--- config.mk ---
export PLATFORM = sky130hd
export DESIGN_NAME = cam_capture_ctrl_flat
export DESIGN_NICKNAME = d
export VERILOG_FILES = /design/src/rtl/cam_capture_if.sv /design/src/rtl/cam_capture_ctrl.sv /design/src/flat_wrapper.sv
export SDC_FILE = /design/constraint.sdc
export NUM_CORES = 1
export LEC_CHECK = 0
export ABC_AREA = 1
export CORE_MARGIN = 8
export CORE_UTILIZATION = 40
export CTS_CLUSTER_SIZE = 8
export DETAILED_ROUTE_END_ITERATION = 10
export DONT_BUFFER_PORTS = 1
export GPL_ROUTABILITY_DRIVEN = 0
export SLEW_MARGIN = 20
export SYNTH_ARGS = -nofsm -noshare
export SYNTH_HDL_FRONTEND = slang
export SYNTH_SLANG_ARGS = --single-unit
--- constraint.sdc ---
create_clock -name Pclk -period 1.95 [get_ports Pclk]
set_input_delay 0.585 -clock Pclk [delete_from_list [all_inputs] [get_ports Pclk]]
set_output_delay 0.585 -clock Pclk [all_outputs]
set_load 0.1 [all_outputs]
--- src/rtl/cam_capture_if.sv ---
// Handshake/bus bundle between the OV7670 capture sequencer and its
// neighbours: camera timing and system control in, datapath/buffer control out.
interface cam_capture_if #(
    parameter int ADDR_W = 15
);
    logic              Vsync;
    logic              Href;
    logic              Start;
    logic              Cont;
    logic              Abort;
    logic              Byte_sel;
    logic              Wr;
    logic [ADDR_W-1:0] Addr;
    logic              Busy;
    logic              Done;
    logic              Err;
    logic [6:0]        Line_cnt;

    modport master (
        output Vsync, Href, Start, Cont, Abort,
        input  Byte_sel, Wr, Addr, Busy, Done, Err, Line_cnt
    );

    modport slave (
        input  Vsync, Href, Start, Cont, Abort,
        output Byte_sel, Wr, Addr, Busy, Done, Err, Line_cnt
    );
endinterface

--- src/rtl/cam_capture_ctrl.sv ---
// OV7670 capture sequencer: arms on Start, aligns to a Vsync fall, walks
// Href/Vsync timing and drives byte phase, write strobe and buffer address.
module cam_capture_ctrl #(
    parameter int H_PIX   = 160,
    parameter int V_LINES = 120,
    parameter int ADDR_W  = 15
) (
    input  logic          Pclk,
    input  logic          Rst_n,
    cam_capture_if.slave  bus
);
    localparam int             PW    = $clog2(H_PIX + 1);
    localparam logic [PW-1:0]  H_MAX = PW'(H_PIX);
    localparam logic [6:0]     V_MAX = 7'(V_LINES);
    localparam logic [6:0]     L_SAT = 7'd127;

    typedef enum logic [2:0] {IDLE, ARM, SYNC, CAPTURE, DONE} state_t;

    state_t            state;
    logic              vsync_d, href_d;
    logic              phase;
    logic              wr, busy, done, err;
    logic [ADDR_W-1:0] addr;
    logic [6:0]        line_cnt;
    logic [PW-1:0]     pix_cnt;

    logic       in_cap, vs_rise, vs_fall, hr_fall, store;
    logic [6:0] line_inc, lines_now;

    assign in_cap   = (state == CAPTURE);
    assign vs_rise  = bus.Vsync & ~vsync_d;
    assign vs_fall  = ~bus.Vsync & vsync_d;
    assign hr_fall  = ~bus.Href & href_d;
    // Second byte of a pixel, inside the stored window
    assign store    = in_cap & bus.Href & phase & (pix_cnt < H_MAX) & (line_cnt < V_MAX);
    assign line_inc = (line_cnt == L_SAT) ? line_cnt : line_cnt + 7'd1;
    // Frame check sees a line that ends on the same edge as Vsync rises
    assign lines_now = (in_cap & hr_fall) ? line_inc : line_cnt;

    assign bus.Byte_sel = in_cap & bus.Href & phase;
    assign bus.Wr       = wr;
    assign bus.Addr     = addr;
    assign bus.Busy     = busy;
    assign bus.Done     = done;
    assign bus.Err      = err;
    assign bus.Line_cnt = line_cnt;

    always_ff @(posedge Pclk or negedge Rst_n) begin
        if (!Rst_n) begin
            state    <= IDLE;
            vsync_d  <= 1'b0;
            href_d   <= 1'b0;
            phase    <= 1'b0;
            wr       <= 1'b0;
            busy     <= 1'b0;
            done     <= 1'b0;
            err      <= 1'b0;
            addr     <= '0;
            line_cnt <= '0;
            pix_cnt  <= '0;
        end else begin
            vsync_d <= bus.Vsync;
            href_d  <= bus.Href;
            wr      <= 1'b0;
            done    <= 1'b0;
            phase   <= 1'b0;
            if (wr)
                addr <= addr + ADDR_W'(1);
            if (bus.Abort) begin
                state <= IDLE;
                busy  <= 1'b0;
            end else begin
                case (state)
                    IDLE: begin
                        if (bus.Start) begin
                            state <= ARM;
                            busy  <= 1'b1;
                            err   <= 1'b0;
                        end
                    end
                    ARM: begin
                        if (bus.Vsync)
                            state <= SYNC;
                    end
                    SYNC: begin
                        if (vs_fall) begin
                            state    <= CAPTURE;
                            addr     <= '0;
                            line_cnt <= '0;
                            pix_cnt  <= '0;
                        end
                    end
                    CAPTURE: begin
                        phase <= bus.Href ? ~phase : 1'b0;
                        wr    <= store;
                        if (store)
                            pix_cnt <= pix_cnt + PW'(1);
                        // Odd byte count leaves phase set at the falling edge
                        if (hr_fall) begin
                            if (pix_cnt != H_MAX || phase)
                                err <= 1'b1;
                            pix_cnt  <= '0;
                            line_cnt <= line_inc;
                        end
                        if (vs_rise) begin
                            if (lines_now != V_MAX)
                                err <= 1'b1;
                            state <= DONE;
                            done  <= 1'b1;
                        end
                    end
                    DONE: begin
                        state <= bus.Cont ? SYNC : IDLE;
                        busy  <= bus.Cont;
                    end
                    default: begin
                        state <= IDLE;
                        busy  <= 1'b0;
                    end
                endcase
            end
        end
    end
endmodule

--- src/flat_wrapper.sv ---
// flat-port wrapper written by rule: the top's interface ports become plain ports
module cam_capture_ctrl_flat 
#(
    parameter int H_PIX   = 160,
    parameter int V_LINES = 120,
    parameter int ADDR_W  = 15
)
  (Pclk, Rst_n, bus_Vsync, bus_Href, bus_Start, bus_Cont, bus_Abort, bus_Byte_sel, bus_Wr, bus_Addr, bus_Busy, bus_Done, bus_Err, bus_Line_cnt);
  cam_capture_if #(.ADDR_W(ADDR_W)) bus_i ();
  input  logic Pclk;
  input  logic Rst_n;
  input wire logic [$bits(bus_i.Vsync)-1:0] bus_Vsync;
  input wire logic [$bits(bus_i.Href)-1:0] bus_Href;
  input wire logic [$bits(bus_i.Start)-1:0] bus_Start;
  input wire logic [$bits(bus_i.Cont)-1:0] bus_Cont;
  input wire logic [$bits(bus_i.Abort)-1:0] bus_Abort;
  output wire logic [$bits(bus_i.Byte_sel)-1:0] bus_Byte_sel;
  output wire logic [$bits(bus_i.Wr)-1:0] bus_Wr;
  output wire logic [$bits(bus_i.Addr)-1:0] bus_Addr;
  output wire logic [$bits(bus_i.Busy)-1:0] bus_Busy;
  output wire logic [$bits(bus_i.Done)-1:0] bus_Done;
  output wire logic [$bits(bus_i.Err)-1:0] bus_Err;
  output wire logic [$bits(bus_i.Line_cnt)-1:0] bus_Line_cnt;
  assign bus_i.Vsync = bus_Vsync;
  assign bus_i.Href = bus_Href;
  assign bus_i.Start = bus_Start;
  assign bus_i.Cont = bus_Cont;
  assign bus_i.Abort = bus_Abort;
  assign bus_Byte_sel = bus_i.Byte_sel;
  assign bus_Wr = bus_i.Wr;
  assign bus_Addr = bus_i.Addr;
  assign bus_Busy = bus_i.Busy;
  assign bus_Done = bus_i.Done;
  assign bus_Err = bus_i.Err;
  assign bus_Line_cnt = bus_i.Line_cnt;
  cam_capture_ctrl #(.H_PIX(H_PIX), .V_LINES(V_LINES), .ADDR_W(ADDR_W)) u_core (.Pclk(Pclk), .Rst_n(Rst_n), .bus(bus_i));
endmodule
==> impl_results.rst <==
.. list-table::
   :header-rows: 1

   * - Metric
     - Value
   * - Final HPWL from detailed placement
     - 3830 microns
   * - Multiplexer share of the synthesized area
     - 0
   * - Status
     - complete, no violations
   * - Clk pin slew, worst setup/hold paths
     - 0.09 ns
   * - Synth Area in Simple Gates
     - 0.323
   * - Synth Warn #
     - 0
   * - Area growth syn-to-layout
     - 23.7%
   * - Gr usage total
     - 0.130
   * - Vias post-DR
     - 1,987
   * - Total I/O pin count
     - 34
   * - Delay of the slowest cell on the worst path
     - 0.41 ns
   * - Antenna Diode Count
     - 0
   * - Combined area of all synthesized cells
     - 2270 sq um
   * - Register-to-register setup slack
     - between 0.2 and 0.25 ns
   * - Number of port buffers
     - 0
   * - Die X-Extent
     - about 91 microns
   * - Core Rows
     - 27
   * - Average via count per standard cell
     - about 5.0
   * - Final Max Tran Viols
     - 0
   * - Worst hold path type
     - in2async
   * - Final setup slack of the worst path
     - 0.0705 ns
   * - Time the worst path needs with I/O delays and setup
     - 1.88 ns
   * - Routed wire length
     - 5090 microns
   * - Leakage
     - 1.28 nW
   * - Routed length per placed instance
     - roughly 13 microns
   * - Post-Synthesis Cells
     - about 290
   * - Maximum clock frequency
     - 0.532 GHz
   * - Root Driver
     - sky130_fd_sc_hd__clkbuf_8
   * - Sort of element at the end of the critical path
     - output port
   * - DRC violation count after routing
     - 0
   * - Sequence of cells on the critical path
     - inv_2 -> nand3_4 -> nor3_4 -> buf_12
   * - Post-DRT Antenna Nets
     - 0
   * - Number of antenna violations at the first check in global routing
     - 0
   * - Number of global-route vias before repair
     - about 1,900
   * - RSZ-0062 raised after global routing
     - no
   * - PwrDens
     - 1780 nW/um^2
   * - Top cells by area in the synthesized netlist
     - sky130_fd_sc_hd__dfrtp_1, sky130_fd_sc_hd__nand2_1, sky130_fd_sc_hd__nand3_1
   * - Worst EP required
     - roughly 1.4 ns
   * - Endpoint of the lowest-slack register-to-register path
     - u_core.bus.Err
   * - Design Power
     - ~0.005 W
   * - Total setup violations reported at the end of the flow
     - 0
   * - Synth area leader
     - sky130_fd_sc_hd__dfrtp_1
   * - Starting density of the core
     - 0.412
   * - Core outline area
     - roughly 5500 sq um
   * - Slew at the pin closest to its max-slew limit
     - slightly above 0.3 ns
   * - Startpoint of the most critical register-to-register path
     - u_core.bus.Line_cnt[0]
   * - Parity-gate share of the synthesized area counting xor and xnor cells
     - 0.0463
   * - Portion of the post-synthesis area used by sequential elements
     - 0.441
   * - Startpoint-to-endpoint class of the critical path
     - reg2out
   * - Compound-Gate Fraction of Synth Area
     - 0.0971
   * - Final worst clock skew
     - around 0.0099 ns
   * - Die Outline Area
     - 8340 sq um
   * - Final hold slack
     - about 0.12 ns
   * - Maximum number of pins on one net before global-route repair
     - 41
   * - Largest driver fanout on the critical path
     - 4
   * - Post-synthesis register bit count
     - 40
   * - Slowest stage cell on the critical path
     - sky130_fd_sc_hd__dfrtp_1
   * - Clock tree from TritonCTS
     - done
   * - Maximum clock insertion buffer count
     - 2
   * - Number of cells on the worst reg-to-reg path
     - 11
   * - Dominant combinational cell family by area after synthesis
     - simple AND/OR/NAND/NOR gates
   * - Number of DRC markers after the initial detailed-route iteration
     - between 100 and 150
   * - Post-synth net total
     - 297
   * - Worst slack at placement
     - approximately 0.25 ns
   * - Wire length of the first global-routing pass
     - just over 9000 microns
   * - Y dimension of the die
     - approximately 90 microns
   * - Total overflow reported by the global router
     - 0
   * - TritonCTS buffer count
     - 5
   * - Share of Yosys cell area claimed by the top area cell type
     - 0.441
   * - Share of post-route cells with drive strength above 1
     - 0.244
   * - Final hold violation count
     - 0
   * - CTS sink cnt
     - 40
   * - Pre-Repair DR Iteration Count
     - 4
   * - Data arrival time at the worst-slack endpoint
     - 1.29 ns
   * - Number of distinct library cells after synthesis
     - 30
   * - Critical Path Source Type
     - flop
   * - Number of H-tree levels
     - 2
   * - Avg Synthesized Cell Area
     - 7.93 sq um
   * - Post-synthesis adder-cell area fraction
     - 0.0221
   * - Worst-skew pair later-pin latency
     - 0.30 ns
   * - Number of max-capacitance violations reported
     - 0
   * - Fin crit share
     - 0.964
   * - IR drop worst, VDD
     - 1.08 mV
   * - Nets
     - around 330
   * - Max-slew headroom
     - 0.798
-- kinds of logic after synthesis --
family / after synthesis
AND/OR/NAND/NOR: 148
buffers and inverters: 42
AO/OA/AOI/OAI: 40
flip-flops: 40
XOR/XNOR: 12
adder cells (fa/ha/maj): 4
-- report_power, final --
part,switching [W],internal (W)
combinational,0.00204,0.000599
clock,0.000297,0.000640
sequential,0.000314,0.00111
-- synth_stat cells (all sizes together) --
| library cell | number |
|---|---|
| nand2 | 62 |
| dfrtp | 40 |
| inv | 40 |
| nor2 | 37 |
| nand3 | 34 |
| o21ai | 18 |
| a21oi | 13 |
| o22ai | 7 |
| xnor2 | 7 |
| nand4 | 6 |
| xor2 | 5 |
| ha | 4 |
| nor3 | 4 |
| buf | 2 |
| nor3b | 2 |
| a211oi | 1 |
| nor4 | 1 |
| o21a | 1 |
| or2 | 1 |
| or3 | 1 |
-- placed cells by master (no fill, tap or decap), types with 5 or more instances in the layout --
cell type                  count
sky130_fd_sc_hd__nand2_1      59
sky130_fd_sc_hd__inv_1        36
sky130_fd_sc_hd__buf_4        30
sky130_fd_sc_hd__nor2_1       29
sky130_fd_sc_hd__nand3_1      29
sky130_fd_sc_hd__dfrtp_1      23
sky130_fd_sc_hd__dfrtp_2      17
sky130_fd_sc_hd__o21ai_0      16
sky130_fd_sc_hd__a21oi_1      13
sky130_fd_sc_hd__xnor2_1       7
sky130_fd_sc_hd__nand4_1       6
sky130_fd_sc_hd__o22ai_1       6
sky130_fd_sc_hd__nor2_2        5
sky130_fd_sc_hd__xor2_1        5
sky130_fd_sc_hd__clkbuf_8      5
-- metal layers --
layer	part of all wire	GRT usage	up-vias
met5	0	0	-
met4	0.0063	0.0355	0
met3	0.077	0.0461	4
met2	0.44	0.195	54
met1	0.47	0.174	924
li1	-	-	1005
-- sequential cells by signal, indices dropped and copies added, names as in the netlist --
| name | flops |
|---|---|
| u_core.bus.Addr | 15 |
| u_core.pix_cnt | 8 |
| u_core.bus.Line_cnt | 7 |
| u_core.state | 3 |
| u_core.bus.Busy | 1 |
| u_core.bus.Done | 1 |
| u_core.bus.Err | 1 |
| u_core.bus.Wr | 1 |
| u_core.href_d | 1 |
| u_core.phase | 1 |
| u_core.vsync_d | 1 |
-- worst max path at each step --
stage                    startpoint                end  slack [ns]  depth (start not counted)
floorplan                  bus_Href  u_core.pix_cnt[6]       -0.18                          8
finish              u_core.state[2]       bus_Byte_sel        0.07                          4
global placement          bus_Abort  u_core.pix_cnt[6]        0.24                          8
detailed placement        bus_Abort  u_core.pix_cnt[6]        0.25                          8
global route        u_core.state[2]       bus_Byte_sel       0.008                          4
CTS                 u_core.state[2]       bus_Byte_sel       0.004                          4
-- final cells by class --
class | count | area [sq um]
clock buffer | 5 | 68.8
clock inverter | 3 | 90.1
fill | 526 | 2700
inverter | 40 | 163
multi-input combinational | 204 | 1110
sequential | 40 | 1020
tap | 72 | 90.1
timing repair buffer | 32 | 265
-- worst max-delay path: cells and delay by family (launching register included) --
kind / cells / cell delay [ns]
DFF: 1 / 0.41
buffers and inverters: 2 / 0.32
and+or+nand+nor: 2 / 0.28
-- through the flow --
step	util	cell area, sq um	TNS, ns	instances
after floorplan	-	2300	-1.13	286
after global placement	0.475	2620	0	386
after detailed placement	0.475	2620	0	386
after CTS	0.510	2810	0	396
after global routing	0.510	2810	0	396
final	0.510	2810	0	396
-- what timing repair did --
item                                    CTS  global route
resized for setup                         2             0
endpoints found under the setup margin    1             1
buffers inserted                          1             0
pin swaps                                 1             1
hold endpoints to repair                 40             0
hold buffers                              1             0
(Power assumes the default switching activity.)
